--- config.mk ---
export PLATFORM = sky130hd
export DESIGN_NAME = td4_sequencer
export DESIGN_NICKNAME = d
export VERILOG_FILES = /design/src/rtl/td4_pkg.sv /design/src/rtl/td4_decoder.sv /design/src/rtl/td4_sequencer.sv
export SDC_FILE = /design/constraint.sdc
export NUM_CORES = 1
export LEC_CHECK = 0
export ABC_AREA = 1
export CAP_MARGIN = 20
export CORE_MARGIN = 2
export CORE_UTILIZATION = 40
export CTS_BUF_LIST = sky130_fd_sc_hd__clkbuf_2 sky130_fd_sc_hd__clkbuf_4 sky130_fd_sc_hd__clkbuf_8
export CTS_CLUSTER_SIZE = 30
export DETAILED_ROUTE_END_ITERATION = 7
export GPL_ROUTABILITY_DRIVEN = 0
export PLACE_DENSITY = 0.74
export SETUP_SLACK_MARGIN = 0.1
export SLEW_MARGIN = 20
export SYNTH_ARGS = -nofsm -noshare
export SYNTH_HDL_FRONTEND = slang
export SYNTH_SLANG_ARGS = --single-unit
--- constraint.sdc ---
create_clock -name clk -period 2.3 [get_ports clk]
set_input_delay 0.69 -clock clk [delete_from_list [all_inputs] [get_ports clk]]
set_output_delay 0.69 -clock clk [all_outputs]
set_load 0.01 [all_outputs]
--- src/rtl/td4_pkg.sv ---
// Shared types for the TD4 sequencer: opcodes, FSM states, adder sources and jump kinds.
// The IDLE state exists only when TD4_SINGLE_STEP_EN is defined.
package td4_pkg;

    typedef enum logic [3:0] {
        OP_ADD_A  = 4'b0000,
        OP_MOV_AB = 4'b0001,
        OP_IN_A   = 4'b0010,
        OP_MOV_AI = 4'b0011,
        OP_MOV_BA = 4'b0100,
        OP_ADD_B  = 4'b0101,
        OP_IN_B   = 4'b0110,
        OP_MOV_BI = 4'b0111,
        OP_OUT_B  = 4'b1001,
        OP_OUT_I  = 4'b1011,
        OP_JNC    = 4'b1110,
        OP_JMP    = 4'b1111
    } opcode_e;

    typedef enum logic [1:0] {
        SRC_A    = 2'b00,
        SRC_B    = 2'b01,
        SRC_IN   = 2'b10,
        SRC_ZERO = 2'b11
    } src_e;

`ifdef TD4_SINGLE_STEP_EN
    typedef enum logic [1:0] {
        ST_FETCH = 2'b00,
        ST_EXEC  = 2'b01,
        ST_IDLE  = 2'b10
    } state_e;
`else
    typedef enum logic [0:0] {
        ST_FETCH = 1'b0,
        ST_EXEC  = 1'b1
    } state_e;
`endif

    typedef enum logic [1:0] {
        JK_NONE = 2'b00,
        JK_JMP  = 2'b01,
        JK_JNC  = 2'b10
    } jump_e;

    function automatic logic [3:0] pc_inc(input logic [3:0] pc_in);
        return pc_in + 4'd1;
    endfunction

endpackage

--- src/rtl/td4_decoder.sv ---
// Combinational TD4 instruction decode: IR -> adder source, immediate, write strobe,
// jump kind and carry-update enable. Undefined opcodes decode to a NOP.
module td4_decoder
    import td4_pkg::*;
(
    input  logic [7:0] i_ir,
    output src_e       o_src_sel,
    output logic [3:0] o_imm,
    output logic       o_ld_a,
    output logic       o_ld_b,
    output logic       o_ld_out,
    output jump_e      o_jump,
    output logic       o_carry_upd
);

    logic [3:0] w_op;
    logic       w_mask_imm;

    assign w_op = i_ir[7:4];

    // Opcode decode; register moves and IN force the adder immediate to zero.
    always_comb begin
        o_src_sel   = SRC_ZERO;
        o_ld_a      = 1'b0;
        o_ld_b      = 1'b0;
        o_ld_out    = 1'b0;
        o_jump      = JK_NONE;
        o_carry_upd = 1'b0;
        w_mask_imm  = 1'b0;
        case (w_op)
            OP_ADD_A: begin
                o_src_sel   = SRC_A;
                o_ld_a      = 1'b1;
                o_carry_upd = 1'b1;
            end
            OP_MOV_AB: begin
                o_src_sel  = SRC_B;
                o_ld_a     = 1'b1;
                w_mask_imm = 1'b1;
            end
            OP_IN_A: begin
                o_src_sel  = SRC_IN;
                o_ld_a     = 1'b1;
                w_mask_imm = 1'b1;
            end
            OP_MOV_AI: begin
                o_src_sel = SRC_ZERO;
                o_ld_a    = 1'b1;
            end
            OP_MOV_BA: begin
                o_src_sel  = SRC_A;
                o_ld_b     = 1'b1;
                w_mask_imm = 1'b1;
            end
            OP_ADD_B: begin
                o_src_sel   = SRC_B;
                o_ld_b      = 1'b1;
                o_carry_upd = 1'b1;
            end
            OP_IN_B: begin
                o_src_sel  = SRC_IN;
                o_ld_b     = 1'b1;
                w_mask_imm = 1'b1;
            end
            OP_MOV_BI: begin
                o_src_sel = SRC_ZERO;
                o_ld_b    = 1'b1;
            end
            OP_OUT_B: begin
                o_src_sel = SRC_B;
                o_ld_out  = 1'b1;
            end
            OP_OUT_I: begin
                o_src_sel = SRC_ZERO;
                o_ld_out  = 1'b1;
            end
            OP_JNC: begin
                o_jump = JK_JNC;
            end
            OP_JMP: begin
                o_jump = JK_JMP;
            end
            default: begin
                o_src_sel = SRC_ZERO;
            end
        endcase
        if (w_mask_imm) begin
            o_imm = 4'h0;
        end else begin
            o_imm = i_ir[3:0];
        end
    end

endmodule

--- src/rtl/td4_sequencer.sv ---
// TD4 control sequencer: two-tick FETCH/EXEC instruction cycle owning PC, IR and carry.
// Defining TD4_SINGLE_STEP_EN adds run/step inputs and an IDLE state for single stepping.
module td4_sequencer
    import td4_pkg::*;
#(
    parameter logic [3:0] RESET_PC = 4'h0
) (
    input  logic       clk,
    input  logic       rst,
    input  logic       tick,
`ifdef TD4_SINGLE_STEP_EN
    input  logic       run,
    input  logic       step,
`endif
    output logic [3:0] rom_addr,
    input  logic [7:0] rom_data,
    input  logic       alu_cout,
    output logic [1:0] src_sel,
    output logic [3:0] imm,
    output logic       ld_a,
    output logic       ld_b,
    output logic       ld_out,
    output logic       carry,
    output logic [3:0] pc
);

    state_e     r_state;
    state_e     w_state_nxt;
    logic [3:0] r_pc;
    logic [3:0] w_pc_nxt;
    logic [7:0] r_ir;
    logic [7:0] w_ir_nxt;
    logic       r_carry;
    logic       w_carry_nxt;
    logic       w_exec;

    src_e       w_dec_src;
    logic [3:0] w_dec_imm;
    logic       w_dec_ld_a;
    logic       w_dec_ld_b;
    logic       w_dec_ld_out;
    jump_e      w_dec_jump;
    logic       w_dec_carry_upd;

`ifdef TD4_SINGLE_STEP_EN
    logic       r_step_q;
    logic       r_step_pend;
    logic       w_step_pend_nxt;
    logic       w_step_rise;
    logic       w_leave_idle;

    assign w_step_rise = step & ~r_step_q;
`endif

    td4_decoder u_decoder (
        .i_ir        (r_ir),
        .o_src_sel   (w_dec_src),
        .o_imm       (w_dec_imm),
        .o_ld_a      (w_dec_ld_a),
        .o_ld_b      (w_dec_ld_b),
        .o_ld_out    (w_dec_ld_out),
        .o_jump      (w_dec_jump),
        .o_carry_upd (w_dec_carry_upd)
    );

    // Next-state, PC, IR and carry computation; nothing moves while tick is low.
    always_comb begin
        w_state_nxt = r_state;
        w_pc_nxt    = r_pc;
        w_ir_nxt    = r_ir;
        w_carry_nxt = r_carry;
        w_exec      = 1'b0;
`ifdef TD4_SINGLE_STEP_EN
        w_leave_idle = 1'b0;
`endif
        case (r_state)
            ST_FETCH: begin
                if (tick) begin
                    w_ir_nxt    = rom_data;
                    w_state_nxt = ST_EXEC;
                end else begin
                    w_state_nxt = ST_FETCH;
                end
            end
            ST_EXEC: begin
                if (tick) begin
                    w_exec = 1'b1;
                    if (w_dec_carry_upd) begin
                        w_carry_nxt = alu_cout;
                    end else begin
                        w_carry_nxt = 1'b0;
                    end
                    // JNC tests the carry left by the previous instruction.
                    case (w_dec_jump)
                        JK_JMP: begin
                            w_pc_nxt = r_ir[3:0];
                        end
                        JK_JNC: begin
                            if (!r_carry) begin
                                w_pc_nxt = r_ir[3:0];
                            end else begin
                                w_pc_nxt = pc_inc(r_pc);
                            end
                        end
                        default: begin
                            w_pc_nxt = pc_inc(r_pc);
                        end
                    endcase
`ifdef TD4_SINGLE_STEP_EN
                    if (run) begin
                        w_state_nxt = ST_FETCH;
                    end else begin
                        w_state_nxt = ST_IDLE;
                    end
`else
                    w_state_nxt = ST_FETCH;
`endif
                end else begin
                    w_state_nxt = ST_EXEC;
                end
            end
`ifdef TD4_SINGLE_STEP_EN
            ST_IDLE: begin
                if (tick && (run || r_step_pend || w_step_rise)) begin
                    w_leave_idle = 1'b1;
                    w_state_nxt  = ST_FETCH;
                end else begin
                    w_state_nxt = ST_IDLE;
                end
            end
`endif
            default: begin
                w_state_nxt = ST_FETCH;
            end
        endcase
    end

    // Architectural state registers.
    always_ff @(posedge clk or posedge rst) begin
        if (rst) begin
            r_state <= ST_FETCH;
            r_pc    <= RESET_PC;
            r_ir    <= 8'h00;
            r_carry <= 1'b0;
        end else begin
            r_state <= w_state_nxt;
            r_pc    <= w_pc_nxt;
            r_ir    <= w_ir_nxt;
            r_carry <= w_carry_nxt;
        end
    end

`ifdef TD4_SINGLE_STEP_EN
    // A step edge seen in IDLE while tick is low is held until the next tick.
    always_comb begin
        w_step_pend_nxt = 1'b0;
        if (r_state == ST_IDLE) begin
            if (w_leave_idle) begin
                w_step_pend_nxt = 1'b0;
            end else if (w_step_rise) begin
                w_step_pend_nxt = 1'b1;
            end else begin
                w_step_pend_nxt = r_step_pend;
            end
        end else begin
            w_step_pend_nxt = 1'b0;
        end
    end

    // Step edge detector and pending flag.
    always_ff @(posedge clk or posedge rst) begin
        if (rst) begin
            r_step_q    <= 1'b0;
            r_step_pend <= 1'b0;
        end else begin
            r_step_q    <= step;
            r_step_pend <= w_step_pend_nxt;
        end
    end
`endif

    // Strobes are qualified by the live EXEC+tick condition so reset kills them at once.
    assign ld_a     = w_exec & w_dec_ld_a;
    assign ld_b     = w_exec & w_dec_ld_b;
    assign ld_out   = w_exec & w_dec_ld_out;
    assign src_sel  = w_dec_src;
    assign imm      = w_dec_imm;
    assign carry    = r_carry;
    assign pc       = r_pc;
    assign rom_addr = r_pc;

endmodule

==> metrics.txt <==
Cell variety after synth 23; Final Non-Filler Cells 177; WL final 1950 microns; Worst setup EP type primary output; Slew Limit Headroom 63.9%; sequential fraction of the synthesis area 40.1%; drt first pass iters 4; Post-Syn Instances 113; row count 16; Worst Path Buf+Inv 3; actual slew at the worst max-slew pin 0.541 ns; Residual DRC 0; largest net degree at the start of global routing 17; port bufs 29; antenna cells 0; number of max-cap violations 0; TritonCTS clock tree yes; Worst Setup Slack, final about 0.12 ns; post-route minimum period 2.18 ns; Final Hold Viols 0; CP arrival 1.49 ns; Placement Cell Area approximately 1200 sq um; Required @ worst endpoint 1.61 ns; Synth Area in Adders under 10%; dpl hpwl 1430 microns; final setup fails 0; antenna violations before repair 0; via count around 850; synth warn 0; pwr dens 1270 nW/um^2; Die H 50.7 microns; Fillers approximately 190; CTS sink cnt 14; CTS buffer count 3; Avg Cell Area, Syn roughly 7.7 sq um; status complete, no violations; startpoint types flop; Design Power 1.59 mW; register area 353 sq um; post-synthesis cell area roughly 870 sq um; post-synthesis compound-gate area fraction 12.8%; P&R area growth vs syn 43.6%; crit-path leading delay family buffers and inverters; CP cell instances buf_4, nor2_1, a22o_1, inv_1, dlygate4sd2_1; multi-input logic area 429 sq um; antenna-violating nets left 0; die footprint 2570 sq um; multiplexer area fraction after synthesis 0%; Worst path slowest cell dfrtp_1; placed insts 166; Fmax achieved 458 MHz; GR Overflow Total 0; Iter 0 DRT Violations 12; nets@finish 169; via/cell ratio 4.82; Hold-fix buffers, CTS 0; worst-path fanout max 3; clock slew at reported path FFs ~0.080 ns; initial core utilization 43.6%; WL/cell 11.0 microns; fraction of layout cells with a size suffix above 1 24.7%; H-tree depth 1; all-layer global routing usage 16.3%; Static Leak 0.608 nW; Worst IR Drop VDD a little over 0.8 mV; I/O Pins 30; Setup TNS 0 ns; skew final ~0.0057 ns; Slowest Stage Delay on Critical Path 0.41 ns; Critical Setup Path Class reg -> out; Skew-Pair Late Insertion Delay 0.27 ns; worst hold path type reg -> reg; Synth Area in XOR/XNOR 0%; Synth Area in Simple Gates 26.5%; WHS 0.547 ns; die width 50.7 microns; pre-CTS setup slack -0.646 ns; Util after Layout 62.6%; total core area 2000 sq um; syn nets 130; largest family of logic cells by synthesized area simple AND/OR/NAND/NOR gates; first-pass GRT wire length ~3300 microns; Pins Over Slew Limit 0; vias in the first global route 830; Clock Tree Buf Depth 2; fin crit share 94.8%; FF+latch count, synth 14; RSZ-0062 raised after global routing false; CTS root buffer clkbuf_4; final instance area 1250 sq um
final cells by class:
type                            count  area share, %
Timing Repair Buffer               40           27.4
Inverter                           19           5.69
Tap cell                           27           2.69
Multi-Input combinational cell     74           34.2
Sequential cell                    14           28.1
Clock buffer                        3           1.80
report_power, final:
group | internal [mW] | switching (mW)
Combinational | 0.475 | 0.511
Sequential | 0.364 | 0.104
Clock | 0.0606 | 0.0754
Total | 0.900 | 0.691
flip-flops by register name, summed over array words and instances (netlist names):
register	count
carry	1
r_state	1
pc	4
r_ir	8
what timing repair did:
action | in CTS | in global routing
setup endpoints to repair | 8 | 6
buffers inserted | 6 | 2
resized for setup | 24 | 12
pin swaps | 2 | 2
worst paths after layout:
check,start,to,slack [ns],cells past startpoint
worst min register to register,r_ir[2]$_DFFE_PP0P_,r_ir[2]$_DFFE_PP0P_,0.55,2
worst min-delay path,r_ir[2]$_DFFE_PP0P_,r_ir[2]$_DFFE_PP0P_,0.55,2
worst max-delay path,r_ir[4]$_DFFE_PP0P_,src_sel[1],0.12,5
worst max register to register,r_ir[4]$_DFFE_PP0P_,pc[3]$_DFFE_PP0P_,0.45,11
max in group asynchronous,rst,r_ir[6]$_DFFE_PP0P_,1.16,2
min in group asynchronous,rst,r_ir[4]$_DFFE_PP0P_,0.75,2
kinds of logic after synthesis:
family,Yosys count
AOI/OAI and AO/OA,19
adders and majority gates,5
buffers and inverters,25
DFF,14
and+or+nand+nor,50
metal layers:
metal	global-route usage, %	vias up	share of wire (%)
li1	-	430	-
met1	18.9	384	44
met2	28.9	35	47
met3	3.57	4	7.4
met4	6.76	0	1.2
met5	0	-	0
cell usage after synthesis, drive strengths merged:
master,count,area (sq um)
inv,19,71.3
a22o,1,8.76
nand3b,1,7.51
buf,6,46.3
nor4,1,6.26
a21oi,4,20.0
ha,5,62.6
nor3,4,30.0
o21ai,12,67.6
nand2,24,92.6
nand3,6,35.0
a21o,1,7.51
nor2,14,60.1
dfrtp,14,350
o21bai,1,7.51
worst reg2reg max path: cells and delay by family (launching register included):
family                   cells  cell delay (ns)
buffers and inverters        4             0.46
AND/OR/NAND/NOR              4             0.45
flip-flops                   1             0.41
adder cells (fa/ha/maj)      1             0.26
AO/OA/AOI/OAI                2             0.14
cell usage in the layout (no fill, tap or decap), drive strengths merged, types with 2 or more instances in the layout:
cell and count:
clkdlybuf4s15 2, nor3 4, dfrtp 14, nand2 24
inv 19, nand3 6, nor2 14, ha 5
a21oi 4, o21ai 12, clkdlybuf4s50 19, clkbuf 6
buf 14
(Power assumes the default switching activity.)
